### src/rtl/dac_frame_serializer.sv
// rtl/dac_frame_serializer.sv - latest-value-per-channel store feeding a round-robin 24-bit SPI DAC framer
module dac_frame_serializer #(
   parameter int         W_CHAN  = 5,
   parameter int         N_CHAN  = 8,
   parameter int         W_DIN   = 64,
   parameter int         CLK_DIV = 2,
   parameter logic [3:0] DAC_CMD = 4'b0011
) (
   input  logic              clk_in,
   input  logic              rst_n_in,
   input  logic              dv_in,
   input  logic [W_CHAN-1:0] chan_in,
   input  logic [W_DIN-1:0]  data_in,
   output logic              dac_cs_n_out,
   output logic              dac_sclk_out,
   output logic              dac_din_out,
   output logic              busy_out,
   output logic              sent_out,
   output logic [W_CHAN-1:0] sent_chan_out,
   output logic              drop_out
);
   localparam int IDX_W = (N_CHAN > 1) ? $clog2(N_CHAN) : 1;
   localparam int PER   = 2 * CLK_DIV;
   localparam int PH_W  = $clog2(PER + 1);
   localparam logic signed [W_DIN-1:0] MAX_V = W_DIN'(32767);
   localparam logic signed [W_DIN-1:0] MIN_V = W_DIN'(-32768);

   typedef enum logic [1:0] {S_IDLE, S_LOAD, S_SHIFT, S_CS_HI} state_t;

   state_t              state_q, state_d;
   logic [N_CHAN-1:0]   pend_q, pend_d;
   logic [15:0]         code_q [N_CHAN];
   logic [15:0]         code_d [N_CHAN];
   logic [IDX_W-1:0]    rr_q, rr_d, cur_q, cur_d;
   logic [23:0]         shreg_q, shreg_d;
   logic [PH_W-1:0]     phase_q, phase_d;
   logic [4:0]          bit_q, bit_d;
   logic                cs_n_q, cs_n_d, sclk_q, sclk_d, din_q, din_d;
   logic                sent_q, sent_d, drop_q, drop_d;
   logic [W_CHAN-1:0]   sent_chan_q, sent_chan_d;

   logic signed [W_DIN-1:0] data_s;
   logic [15:0]         sat, conv;
   logic                accept;
   logic [IDX_W-1:0]    in_idx;
   logic                pick_ok;
   logic [IDX_W-1:0]    pick_idx;
   int                  pick_j;

   assign data_s = data_in;
   assign accept = dv_in && (32'(chan_in) < N_CHAN);
   assign in_idx = chan_in[IDX_W-1:0];

   // Saturate to int16, then flip the sign bit for the DAC's offset-binary coding
   always_comb begin
      sat = data_s[15:0];
      if (data_s > MAX_V)
         sat = 16'h7fff;
      else if (data_s < MIN_V)
         sat = 16'h8000;
      conv = {~sat[15], sat[14:0]};
   end

   // Descending scan so the lowest offset from rr_q is the one that sticks
   always_comb begin
      pick_ok  = 1'b0;
      pick_idx = '0;
      pick_j   = 0;
      for (int i = N_CHAN - 1; i >= 0; i--) begin
         pick_j = 32'(rr_q) + i;
         if (pick_j >= N_CHAN)
            pick_j = pick_j - N_CHAN;
         if (pend_q[IDX_W'(pick_j)]) begin
            pick_ok  = 1'b1;
            pick_idx = IDX_W'(pick_j);
         end
      end
   end

   always_comb begin
      state_d     = state_q;
      pend_d      = pend_q;
      code_d      = code_q;
      rr_d        = rr_q;
      cur_d       = cur_q;
      shreg_d     = shreg_q;
      phase_d     = phase_q;
      bit_d       = bit_q;
      cs_n_d      = cs_n_q;
      sclk_d      = sclk_q;
      din_d       = din_q;
      sent_d      = 1'b0;
      sent_chan_d = sent_chan_q;
      drop_d      = 1'b0;
      case (state_q)
         S_IDLE: begin
            if (pick_ok) begin
               cur_d   = pick_idx;
               state_d = S_LOAD;
            end
         end
         S_LOAD: begin
            shreg_d      = {DAC_CMD, 4'(cur_q), code_q[cur_q]};
            din_d        = DAC_CMD[3];
            cs_n_d       = 1'b0;
            sclk_d       = 1'b1;
            phase_d      = '0;
            bit_d        = '0;
            pend_d[cur_q] = 1'b0;
            rr_d         = (32'(cur_q) == N_CHAN - 1) ? '0 : cur_q + 1'b1;
            state_d      = S_SHIFT;
         end
         S_SHIFT: begin
            if (32'(phase_q) == PER - 1) begin
               phase_d = '0;
               if (bit_q == 5'd23) begin
                  cs_n_d      = 1'b1;
                  sclk_d      = 1'b0;
                  din_d       = 1'b0;
                  sent_d      = 1'b1;
                  sent_chan_d = W_CHAN'(cur_q);
                  state_d     = S_CS_HI;
               end else begin
                  bit_d   = bit_q + 5'd1;
                  shreg_d = {shreg_q[22:0], 1'b0};
                  din_d   = shreg_q[22];
                  sclk_d  = 1'b1;
               end
            end else begin
               phase_d = phase_q + 1'b1;
               sclk_d  = (32'(phase_q) + 1 < CLK_DIV);
            end
         end
         S_CS_HI: begin
            if (32'(phase_q) == PER - 1) begin
               phase_d = '0;
               state_d = S_IDLE;
            end else begin
               phase_d = phase_q + 1'b1;
            end
         end
         default: state_d = S_IDLE;
      endcase
      // A write landing on the channel being loaded re-arms it rather than counting as a drop
      if (accept) begin
         drop_d         = pend_q[in_idx] && !(state_q == S_LOAD && cur_q == in_idx);
         code_d[in_idx] = conv;
         pend_d[in_idx] = 1'b1;
      end
   end

   always_ff @(posedge clk_in or negedge rst_n_in) begin
      if (!rst_n_in) begin
         state_q     <= S_IDLE;
         pend_q      <= '0;
         for (int i = 0; i < N_CHAN; i++)
            code_q[i] <= '0;
         rr_q        <= '0;
         cur_q       <= '0;
         shreg_q     <= '0;
         phase_q     <= '0;
         bit_q       <= '0;
         cs_n_q      <= 1'b1;
         sclk_q      <= 1'b0;
         din_q       <= 1'b0;
         sent_q      <= 1'b0;
         sent_chan_q <= '0;
         drop_q      <= 1'b0;
      end else begin
         state_q     <= state_d;
         pend_q      <= pend_d;
         code_q      <= code_d;
         rr_q        <= rr_d;
         cur_q       <= cur_d;
         shreg_q     <= shreg_d;
         phase_q     <= phase_d;
         bit_q       <= bit_d;
         cs_n_q      <= cs_n_d;
         sclk_q      <= sclk_d;
         din_q       <= din_d;
         sent_q      <= sent_d;
         sent_chan_q <= sent_chan_d;
         drop_q      <= drop_d;
      end
   end

   assign dac_cs_n_out  = cs_n_q;
   assign dac_sclk_out  = sclk_q;
   assign dac_din_out   = din_q;
   assign busy_out      = (state_q != S_IDLE);
   assign sent_out      = sent_q;
   assign sent_chan_out = sent_chan_q;
   assign drop_out      = drop_q;
endmodule

### config.mk
export PLATFORM = sky130hd
export DESIGN_NAME = dac_frame_serializer
export DESIGN_NICKNAME = d
export VERILOG_FILES = /design/src/rtl/dac_frame_serializer.sv
export SDC_FILE = /design/constraint.sdc
export NUM_CORES = 1
export LEC_CHECK = 0
export ABC_CLOCK_PERIOD_IN_PS = 4550
export CAP_MARGIN = 20
export CELL_PAD_IN_SITES_DETAIL_PLACEMENT = 1
export CELL_PAD_IN_SITES_GLOBAL_PLACEMENT = 2
export CORE_UTILIZATION = 41
export DETAILED_ROUTE_END_ITERATION = 8
export GPL_TIMING_DRIVEN = 0
export PLACE_DENSITY_LB_ADDON = 0.1
export SLEW_MARGIN = 25
export SYNTH_ARGS = -nofsm -noshare
export SYNTH_HDL_FRONTEND = slang
export SYNTH_SLANG_ARGS = --single-unit
### constraint.sdc
create_clock -name clk_in -period 4.55 [get_ports clk_in]
set_input_delay 1.1375 -clock clk_in [delete_from_list [all_inputs] [get_ports clk_in]]
set_output_delay 1.1375 -clock clk_in [all_outputs]
set_load 0.02 [all_outputs]
Word-level counts from Yosys, hierarchy flattened:

Index checks and enable logic that the tools add are counted.

* flip-flop bits (word level): 183
* output and inout port bits: 11
* input port bits: 72

* magnitude comparators: 27
* mux-type cells: 91
* reductions and logical operators: 18
* bitwise operators: 6
* add/subtract/negate cells: 19
* equal/unequal tests: 12

Operator list (count)
* bitwise mux 128 bit: 1
* 2-to-1 mux 16 bit: 5
* greater-than comparator 64 x 16 -> 1 bit (second input constant): 1
* less-than comparator 64 x 16 -> 1 bit (second input constant): 1
* 2-to-1 mux 3 bit: 18
* binary-select mux 16 bit (select 3 bit): 1
* demux 16 bit (select 3 bit): 1
* 2-to-1 mux 23 bit: 2
* case mux 23 bit (2 select lines): 1
* less-than comparator 3 x 5 -> 1 bit (second input constant): 8
* 2-to-1 mux 1 bit: 37
* >= comparator 4 bit (second input constant): 9
* binary-select mux 1 bit (select 3 bit): 9
* subtractor 3 x 1 -> 3 bit (second input constant): 8
* adder 3 x 3 -> 4 bit (second input constant): 4
* 2-to-1 mux 8 bit: 2
* 2-to-1 mux 5 bit: 2
* != test 2 bit (second input constant): 5
* case mux 5 bit (2 select lines): 1
* AND reduction 3 bit: 3
* adder 3 x 1 -> 4 bit (second input constant): 2
* adder 3 x 2 -> 4 bit (second input constant): 2
* bitwise AND 8 bit: 1
* less-than comparator 3 x 4 -> 1 bit (second input constant): 2
* other kinds (29): 47

Depth between registers and ports, before layout:

* depth after elaboration: 16
* gate-level depth with buffers: 12

Worst setup path after synthesis:

No wires, ideal clock.

* path type: flip-flop to flip-flop
* start: register rr_q[1]
* end: register cur_q[1]
* path slack: 1.506 ns
* arrival time: 2.921 ns
* period minus slack after synthesis: 3.044 ns
* cell stages (with the launch flop): 12
* setup time: 0.123 ns
* cell sequence: dfrtp_1 -> clkbuf_1 -> clkbuf_1 -> inv_1 -> ha_1 -> buf_6 -> mux4_2 -> nor4_1 -> nand2_1 -> nand2_2 -> mux2i_1 -> o21ai_2

* longest elaborated chain between the ends: 15
* elaborated cells between the ends (all ways): 72

RTL lines
* start, declared: RTL line 34 `logic [IDX_W-1:0] rr_q, rr_d, cur_q, cur_d;`
* start signal, assigned: RTL line 173 `rr_q <= rr_d;`
* adder 3 x 3 -> 4 bit: RTL line 70 `pick_j = 32'(rr_q) + i;`
* >= comparator 4 bit or subtractor 3 x 1 -> 3 bit (tied branches): RTL line 71, 72
* 2-to-1 mux 3 bit: RTL line 71 `if (pick_j >= N_CHAN)`
* binary-select mux 1 bit (select 3 bit): RTL line 73 `if (pend_q[IDX_W'(pick_j)]) begin`
* 2-to-1 mux 1 bit (not written as such) (2 in a row): RTL line 73
* 2-to-1 mux 1 bit (8 in a row): RTL line 73
* AND reduction 2 bit (no line)
* end signal, assigned: RTL line 174 `cur_q <= cur_d;`
* end, declared: RTL line 34

Parallel ways exist; a longest one is shown, timed or not. The select of a mux whose other input is x is not followed.
A chain may end at the register's enable or synchronous reset.

Worst setup path after layout:

Ends and elaborated chain as after synthesis.

==> impl_metrics.json <==
{
  "status": "finished with violations",
  "violations": "design-rule violations",
  "yosys.area_share.simple": 0.145,
  "synth_commonest_cells": "182 x dfrtp_1, 171 x nand2_1, 126 x o21ai_0",
  "path_clk_slew_ns": 0.07,
  "clock-sinks": 183,
  "multi_input_area_um2": 4410,
  "timing.max_cap.violations": 0,
  "drt-pass1-iter-count": 9,
  "rsz0062_at_grt": "false",
  "fin_cells": 1315,
  "core_um2": 22100,
  "setup_viol": 0,
  "p_leak_nw": 4.69,
  "critPathKind": "flop to flop",
  "synth-compound-area-share": 0.149,
  "ys.flop_type": "dfrtp_1",
  "die_area_um2": 23400,
  "placed_cell_area_um2": 10500,
  "synth-edff-count": 0,
  "htree_num_levels": 4,
  "drt_wl_total_um": 26300,
  "ys_seq_area_frac": 0.491,
  "postCtsSetupBuffers": 0,
  "path_cells": "clkbuf_1 > clkbuf_1 > inv_1 > ha_1 > buf_6 > mux4_2 > nor4_1 > nand2_1 > nand2_2 > mux2i_1 > o21ai_2",
  "finalCriticalPeriod_ns": 3.79,
  "skew_ns": 0.0119,
  "first_global_vias": 7856,
  "synth.distinct_cells": 60,
  "area_growth_pct": 19.5,
  "synth_mux_area_frac": 0.152,
  "grt_overflow": 0,
  "slew_headroom": 0.420,
  "numPortBuffers": 79,
  "num-fill-cells": 2468,
  "hold_class": "flop to flop",
  "synth_top_family_by_area": "multiplexers",
  "cts_tree": "yes",
  "startpoint_type": "flop",
  "synthArstFlopShare": 1.00,
  "slowest_stage": "nor4_1",
  "grt_pass1_wl_um": 43300,
  "viasPerCell": 5.62,
  "dp_cells": 1283,
  "grt_max_degree": 87,
  "crit_required_ns": 4.88,
  "initial_core_util": 0.422,
  "avgRoutedWirePerCell_um": 20.0,
  "ir_drop_uv": 255,
  "powerDensity_nw_per_um2": 370,
  "tightestPinTransition_ns": 0.870,
  "yosysMostFrequentCell": "dfrtp_1",
  "hold_viol": 0,
  "place_hpwl_um": 19200,
  "min_period_over_period": 0.833,
  "max_stage_delay_ns": 0.65,
  "grt_usage": 0.240,
  "critPathCaptureType": "flop",
  "drc_errors": 1,
  "vias": 7391,
  "maxClockFrequency_ghz": 0.264,
  "cts.repair.resized": 0,
  "synthCells": 921,
  "crit_top_cell": "clkbuf_1",
  "dieWidth_um": 153,
  "holdBufCountCts": 0,
  "nNetsFinal": 1106,
  "synth-xor-area-share": 0.0111,
  "synth_adder_area_share": 0.0161,
  "synth_top_area_share": 0.488,
  "finalWorstSetupSlack_ns": 0.759,
  "ant_nets": 0,
  "fp.dieH_um": 153,
  "regArea_um2": 4580,
  "drv_slew": 0,
  "cts_buffers": 17,
  "gp_congestion": 0.818,
  "antenna_cells": 0,
  "synth_area_um2": 9330,
  "std_cell_rows": 54,
  "antenna_found_initial": 0,
  "drive_above_1_share": 0.107,
  "dr.first_iter.drc_count": 342,
  "io_pins": 83,
  "synth_top_area_cell": "dfrtp_1",
  "worstPathMaxFanout": 10,
  "finalInstanceArea_um2": 11100,
  "synth_seq_cells": 183,
  "root_buffer": "clkbuf_16",
  "post-place-ws_ns": 0.724,
  "syn-mean-instance-area_um2": 10.1,
  "synth_area_leaders": "dfrtp_1 49%, mux4_2 11%, nand2_1 6.9%, o21ai_0 6.8%, mux2i_1 3.3%",
  "ys_warn_count": 0,
  "cts_buffer_depth": 2,
  "clk_latency_ns": 0.44,
  "cp.arrival_ns": 4.12,
  "utilization": 0.504
}
cell families (layout without fill, tap and decap cells):
family                     Yosys count  in the layout
and+or+nand+nor                    311            311
AOI/OAI and AO/OA                  241            241
DFF                                183            183
muxes                               82             82
buffers and inverters               80            193
adders and majority gates           12             12
xor gates and xnor gates            11             11
other                                1              2
report_power, final:
part | switching, W | internal [W] | leakage [nW]
clock | 0.000723 | 0.000838 | 0.300
combinational | 0.000270 | 0.000267 | 2.09
sequential | 0.000137 | 0.00188 | 2.29
total | 0.00113 | 0.00299 | 4.69
per-stage QoR:
step / hold WS, ns / TNS [ns] / power, W
floorplan: 0.445 / 0 / 0.00233
global placement: 0.449 / -1028.88 / 0.00255
detailed placement: 0.459 / 0 / 0.00259
CTS: 0.470 / 0 / 0.00415
global route: 0.488 / 0 / 0.00431
finish: 0.463 / 0 / 0.00412
per-layer routing:
metal | global-route usage | vias to the layer above | part of all wire
met2 | 0.389 | 109 | 0.48
met5 | 0 | - | 0
li1 | - | 3497 | -
met3 | 0.0366 | 20 | 0.024
met4 | 0.0519 | 0 | 0.0086
met1 | 0.342 | 3765 | 0.49
sequential cells by signal, summed over array words and instances (netlist names), 2 cells and up:
name,count
rr_q,3
sent_chan_out,3
phase_q,3
pend_q,8
shreg_q,23
cur_q,3
state_q,2
code_q,128
bit_q,5
critical path, delay by kind of cell, from the launching register on:
family	cells	cell delay, ns
fa+ha+maj	1	0.33
compound gates	1	0.07
buf+inv	4	1.13
flops	1	0.35
simple gates	3	0.97
mux	2	0.82
cell type report:
class | count | area share
clock buffers | 17 | 0.0382
well taps | 280 | 0.0315
clock inverters | 15 | 0.0165
flip-flops and latches | 183 | 0.411
plain buffers | 65 | 0.0250
repair buffers | 81 | 0.0764
multi-input cells | 659 | 0.396
inverters | 15 | 0.00505
path summary, 6_finish.rpt:
kind / cells after the start / slack (ns) / from / end
setup / recovery: 11 / 0.76 / rr_q[1]$_DFFE_PN0P_ / cur_q[1]$_DFFE_PN0P_
hold / removal: 2 / 0.46 / dac_cs_n_out$_DFFE_PN1P_ / dac_cs_n_out$_DFFE_PN1P_
setup reg to reg: 11 / 0.76 / rr_q[1]$_DFFE_PN0P_ / cur_q[1]$_DFFE_PN0P_
hold reg to reg: 2 / 0.46 / dac_cs_n_out$_DFFE_PN1P_ / dac_cs_n_out$_DFFE_PN1P_
max in group asynchronous: 2 / 3.34 / rst_n_in / code_q[67]$_DFFE_PN0P_
min in group asynchronous: 1 / 0.53 / rst_n_in / cur_q[1]$_DFFE_PN0P_
placed cells by master (no fill, tap or decap), types with 7 or more instances in the layout:
cell type,count
clkbuf_1,47
mux4_2,45
nor2_1,68
dfrtp_1,182
ha_1,12
nand4_1,17
a21oi_1,54
buf_2,8
o21ai_0,126
inv_1,15
a21boi_1,9
nand3_1,7
clkbuf_16,17
mux2i_1,31
nor4_1,17
nand2_1,171
clkdlybuf4s50_1,78
Power figures use the tool's default switching activity.
==> patch 1: new RTL, same settings <==
Add an input register stage for `dv_in`, `chan_in` and `data_in`; this delays them by one clock.
--- a/src/rtl/dac_frame_serializer.sv
+++ b/src/rtl/dac_frame_serializer.sv
@@ -29,2 +29,12 @@
 
+   logic dv_q;
+   logic [W_CHAN-1:0] chan_q;
+   logic [W_DIN-1:0] data_q;
+
+   always_ff @(posedge clk_in) begin
+      dv_q   <= dv_in;
+      chan_q <= chan_in;
+      data_q <= data_in;
+   end
+
    state_t              state_q, state_d;
@@ -49,5 +59,5 @@
 
-   assign data_s = data_in;
-   assign accept = dv_in && (32'(chan_in) < N_CHAN);
-   assign in_idx = chan_in[IDX_W-1:0];
+   assign data_s = data_q;
+   assign accept = dv_q && (32'(chan_q) < N_CHAN);
+   assign in_idx = chan_q[IDX_W-1:0];
 
Function: changed (Yosys sat finds a counterexample within 4 cycles, from zero or initial values and one cycle with rst_n_in low).
==> patch 1 against the original RTL <==
- sequential cell count grew 70
- wire length is 12% higher
- cell area increased by 18%
- count of clock-buffer cells in the layout increased by 25
- worst setup slack better by 440 ps
- area after synthesis increased by 17%
Power is not compared: it rests on default switching activity, and its combinational part moved more than twofold at a synthesized area within 25%.
==> patch 1: results (changes against the original RTL) <==
The wire length of the first global-routing pass came out at 48400 um (+12%). The HPWL after detailed placement is 20900 um (+8.6%). The length of the first detailed-routing pass in iterations is 5 (-4). The violation count after the first detailed-routing iteration came out at 323 (-5.6%).

The startpoint identified for the worst register-to-register timing path is rr_q[1]. The post-cts gate resize count is 0 (unchanged). The wire length on met2 is 14200 um (+12%). The transition at the pin with the smallest max-transition slack came out at 922 ps (+52.2 ps). The overall track demand over capacity in global routing is 23.3% (-0.70 points). The internal power is 5.45 mW. The count of input and output buffers is 80 (+1.3%). The xor and xnor area share after synthesis was 0.725% (-0.39 points). The pin count of the biggest net entering global routing is 90 (+3.4%). The weighted congestion at the end of routability-driven global placement was 0.798 (-2.5%). The fraction of the mapped netlist area in compound gates came out at 13.5% (-1.4 points). The synthesis warning total came out at 0 (unchanged). The largest registers in the layout are code_q x128, data_q x64, shreg_q x23.

The detailed router used layers up to and including met4. The kind of path behind the tightest hold check is input pin to async pin. The flow ran to the end, and the final reports show no timing, DRC or antenna violations. The number of buffers inserted to repair setup after CTS was 0 (unchanged).

The post-synthesis sequential area ratio came out at 55.0% (+5.9 points). The via density per instance is 5.44 (-3.2%). The via count of the first global-routing pass came out at 8549 (+8.8%). The proportion of synthesized area in mux cells came out at 13.1% (-2.0 points).

The number of different library cells in the post-synthesis netlist came to 62 (+3.3%). The fraction of synthesis flops using an asynchronous set or reset pin came out at 72.3% (-28 points). The arrival time at the worst endpoint came out at 2210 ps (-1910 ps). The detailed-route wire length on metal 1 was 13500 um (+5.9%). The antenna diode instance count was 0 (unchanged). The final-layout fill cell count came out at 2848 (+15%). The peak fanout along the critical path is 9 (-1). The delay of the slowest cell on the worst path was 560 ps (-90 ps). Ranked by total cell area, the synthesized netlist is headed by dfrtp_1 (42%), dfxtp_1 (13%), mux4_2 (9.1%), nand2_1 (6.5%), o21ai_0 (3.3%). The largest individual stage delay along the critical path comes from the cell clkdlybuf4s50_1. The worst clock skew on the final layout came out at 33.0 ps (+21.2 ps). The worst-skew pair later-pin latency was 570 ps (+130 ps). The worst slack after detailed placement is 1320 ps (+597 ps).

The count of H-tree levels built during CTS is 1 (-3). The ratio of cells with drive above 1 in the final layout is 12.5% (+1.8 points). In this run the worst setup path begins at state_q[1].

The area share of fa/ha/maj cells after synthesis came out at 1.38% (-0.23 points). The final-stage net count came out at 1196 (+8.1%). The average detailed-routed wire length per instance is 20.1 um (+0.63%). The number of buffers inserted during clock tree synthesis is 28 (+11). Ranked by instance count, the synthesized netlist is headed by nand2_1 (188), dfrtp_1 (182), o21ai_0 (72), o21ai_1 (72), dfxtp_1 (70). The combinational family with the most area after synthesis is compound AO/OA/AOI/OAI gates. The buffer levels on the longest clock path came out at 3 (+1). The number of antenna violations at the first check in global routing came out at 0 (unchanged). The routed length on met3 came to 1120 um (+75%).
-- patch 1: per-stage QoR --
| stage | instance area (um2) | instances | util (%) |
|---|---|---|---|
| floorplan | 10900 | 1000 | - |
| global placement | 12100 | 1415 | 46.4 |
| detailed placement | 12200 | 1417 | 46.7 |
| CTS | 13200 | 1469 | 50.5 |
| global route | 13200 | 1469 | 50.5 |
| finish | 13200 | 1469 | 50.5 |
-- patch 1: area by class of cell --
class,count,area [um2],share of cell area [%]
inverter,14,52.6,0.399
multi-input combinational,662,4530,34.4
sequential,253,5980,45.5
clock buffer,42,896,6.81
clock inverter,10,105,0.799
timing repair buffer,82,861,6.54
tap,335,419,3.18
buffer,71,319,2.42
-- patch 1: routing by layer --
layer | GRT usage (%) | up-vias
met3 | 3.49 | 52
met2 | 39.0 | 139
met4 | 6.01 | 0
li1 | - | 3768
met5 | 0 | -
met1 | 31.6 | 4031
-- patch 1: path summary, 6_finish.rpt --
| kind | endpoint | slack [ps] |
|---|---|---|
| worst max-delay path | busy_out | 1200 |
| max in group asynchronous | code_q[123] | 3040 |
| worst max register to register | cur_q[1] | 1300 |
| worst min-delay path | shreg_q[6] | 450 |
| min in group clk_in | shreg_q[22] | 470 |
| worst min register to register | shreg_q[22] | 470 |
-- patch 1: power by group through the flow --
stage	Sequential [mW]	Combinational (mW)	Clock (mW)
detailed placement	2.99	3.07	0
floorplan	2.90	2.25	0
global placement	2.97	3.03	0
finish	2.95	3.05	2.35
global route	3.01	3.41	2.50
CTS	2.95	3.08	2.41
-- patch 1: kinds of logic after synthesis --
family	after synthesis
AO/OA/AOI/OAI	236
AND/OR/NAND/NOR	318
other	1
multiplexers	85
adder cells (fa/ha/maj)	12
XOR/XNOR	9
flip-flops	253
buffers and inverters	85
==> patch 2: new RTL, same flow settings <==
Without the edit above. `W_DIN`: 64 -> 128.
--- a/src/rtl/dac_frame_serializer.sv
+++ b/src/rtl/dac_frame_serializer.sv
@@ -4,3 +4,3 @@
    parameter int         N_CHAN  = 8,
-   parameter int         W_DIN   = 64,
+   parameter int         W_DIN   = 128,
    parameter int         CLK_DIV = 2,
Ports: changed (resized data_in); port bits go from 83 to 147. No check against the original RTL was run, so the function may have changed too.
==> patch 2 against the original RTL <==
- sequential power is 2% higher
- sequential cell count stayed put
- synthesized cell count is 3.6% higher
- wire length is 16% higher
- worst setup slack better by 210 ps
- total power is 6.1% higher
- area after synthesis is 2.4% higher
- cell area is 8.3% higher
- utilization is 2.5 points higher
- largest power group unchanged
==> patch 2: results (changes against the original RTL) <==
The HPWL after detailed placement came out at 22500 um (+17%). The run finished with clean final reports. The largest registers in the layout are code_q x128, shreg_q x23, pend_q x8.

The post-synthesis cell count came out at 954 (+3.6%). The synthesis warning total came to 0 (unchanged). The power spent charging and discharging nets is 1.24 mW (+9.4%).

The most used flip-flop cell after synthesis is dfrtp_1. The ratio of cells with drive above 1 in the final layout came out at 10.6% (-0.11 points). The delay of the slowest cell on the worst path came to 820 ps (+170 ps). The detailed-route wire length on metal 1 is 13600 um (+6.4%). Signal routing reaches up to met4. The number of flip-flops in the largest register came to 128 (unchanged). The final-layout fill cell count is 2527 (+2.4%). The met3 usage was 4.12% (+0.46 points).

The routed length on met3 is 1070 um (+67%). The cell total after placement is 1412 (+10%). The worst voltage drop across the vdd grid was 0.197 mV (-23%).

The arrival time at the worst endpoint came out at 3860 ps (-260 ps). The wire length of the first global-routing pass was 49600 um (+15%). The via count of the first global-routing pass is 8988 (+14%). Counting instances in the post-synthesis netlist gives the leading cell types as dfrtp_1 (182), nor2_1 (163), a21oi_1 (159). In the post-synthesis netlist, the biggest area contributors are dfrtp_1 (48%), mux4_2 (10%), a21oi_1 (8.3%), nor2_1 (6.4%), mux2i_1 (3.1%). The total cell area at the placement stage came out at 0.0114 mm2 (+8.6%). The transition at the pin with the smallest max-transition slack is 912 ps (+42.0 ps). The peak fanout along the critical path came to 8 (-2). The antenna diode instance count is 0 (unchanged). The pin count of the biggest net entering global routing is 80 (-8.0%). The buffer levels on the longest clock path is 2 (unchanged). The design area is 0.0121 mm2 (+8.3%). The wire length on met2 came out at 15500 um (+23%). The fraction of synthesis flops using an asynchronous set or reset pin came to 100% (unchanged). The violation count after the first detailed-routing iteration came out at 394 (+15%). The count of H-tree levels built during CTS was 4 (unchanged). The routed via count was 8272 (+12%). The register bank with the most flops is code_q. The count of input and output buffers came to 142 (+80%).

The tree is rooted in a clkbuf_16. The number of antenna violations at the first check in global routing came out at 0 (unchanged). The tightest min-delay check is of the flop to flop type. The final-stage net count came out at 1266 (+14%). The post-cts gate resize count came out at 0 (unchanged).

The global-route met2 utilization came to 47.2% (+8.3 points). The average detailed-routed wire length per instance came out at 21.2 um (+5.9%). The via density per instance came out at 5.73 (+1.9%). The weighted congestion at the end of routability-driven global placement is 0.853 (+4.3%). The met1 track demand over resource in global routing is 35.9% (+1.7 points). The worst-skew pair later-pin latency is 430 ps. The number of buffers inserted to repair setup after CTS is 0 (unchanged). The length of the first detailed-routing pass in iterations came to 5 (-4). The worst slack after detailed placement came out at 425 ps (-299 ps). The overall track demand over capacity in global routing is 27.1% (+3.1 points). The family with the most delay on the worst path is compound AO/OA/AOI/OAI gates. The slowest library cell on the worst path is a21oi_1. The leakage component of the power came out at 4.65 nW (-0.78%). The post-synthesis sequential area ratio came out at 48.0% (-1.2 points). The worst clock skew on the final layout came out at 14.1 ps (+2.27 ps). The number of different library cells in the post-synthesis netlist is 58 (-3.3%). Clock-pin slew was measured on the worst setup and hold paths at 80 ps. The number of buffers inserted during clock tree synthesis was 17 (unchanged).
[patch 2: cell types whose count changed in the layout (fill, tap and decap cells not counted), moves of 9 or more]
cell             unedited run  this run
nand2_1                   171        55
a21oi_2                     0        10
nor2_1                     68       163
o21ai_0                   126        35
clkdlybuf4s50_1            78       141
a21oi_1                    54       159
nor4_1                     17        36
a21boi_1                    9         0
nand4_1                    17        39
[patch 2: kinds of logic (layout without fill, tap and decap cells)]
group                    count (synthesis)  count (layout)  share of synthesized area, %
flip-flops                             183             183                          48.0
AND/OR/NAND/NOR                        341             341                          16.7
buffers and inverters                   74             250                          3.34
XOR/XNOR                                10              10                         0.917
AO/OA/AOI/OAI                          248             248                          14.7
other                                    1               2                        0.0393
adder cells (fa/ha/maj)                 12              12                          1.57
multiplexers                            85              85                          14.8
[patch 2: worst paths after layout]
kind                              start           to  slack (ps)  cells past startpoint
min                         shreg_q[21]  shreg_q[22]         480                      2
min in group asynchronous      rst_n_in     cur_q[2]         570                      1
max in group asynchronous      rst_n_in   code_q[49]        2920                      3
max reg2reg                     rr_q[0]     cur_q[2]        1340                     10
max                        data_in[104]   code_q[27]         970                      7
min reg2reg                 shreg_q[21]  shreg_q[22]         480                      2
[patch 2: layout make-up]
cell class	instances	share of cell area, %
multi-input cells	698	38.6
flip-flops and latches	183	38.0
repair buffers	144	12.3
clock buffers	17	3.53
well taps	313	3.25
plain buffers	62	2.27
clock inverters	15	1.68
inverters	12	0.373
[patch 2: power groups by stage]
stage | clock [mW] | combinational, mW | sequential, mW
final | 1.59 | 0.707 | 2.07
after global routing | 1.66 | 0.789 | 2.11
after CTS | 1.60 | 0.709 | 2.07
after detailed placement | 0 | 0.700 | 2.10
after global placement | 0 | 0.664 | 2.09
after floorplan | 0 | 0.417 | 2.04
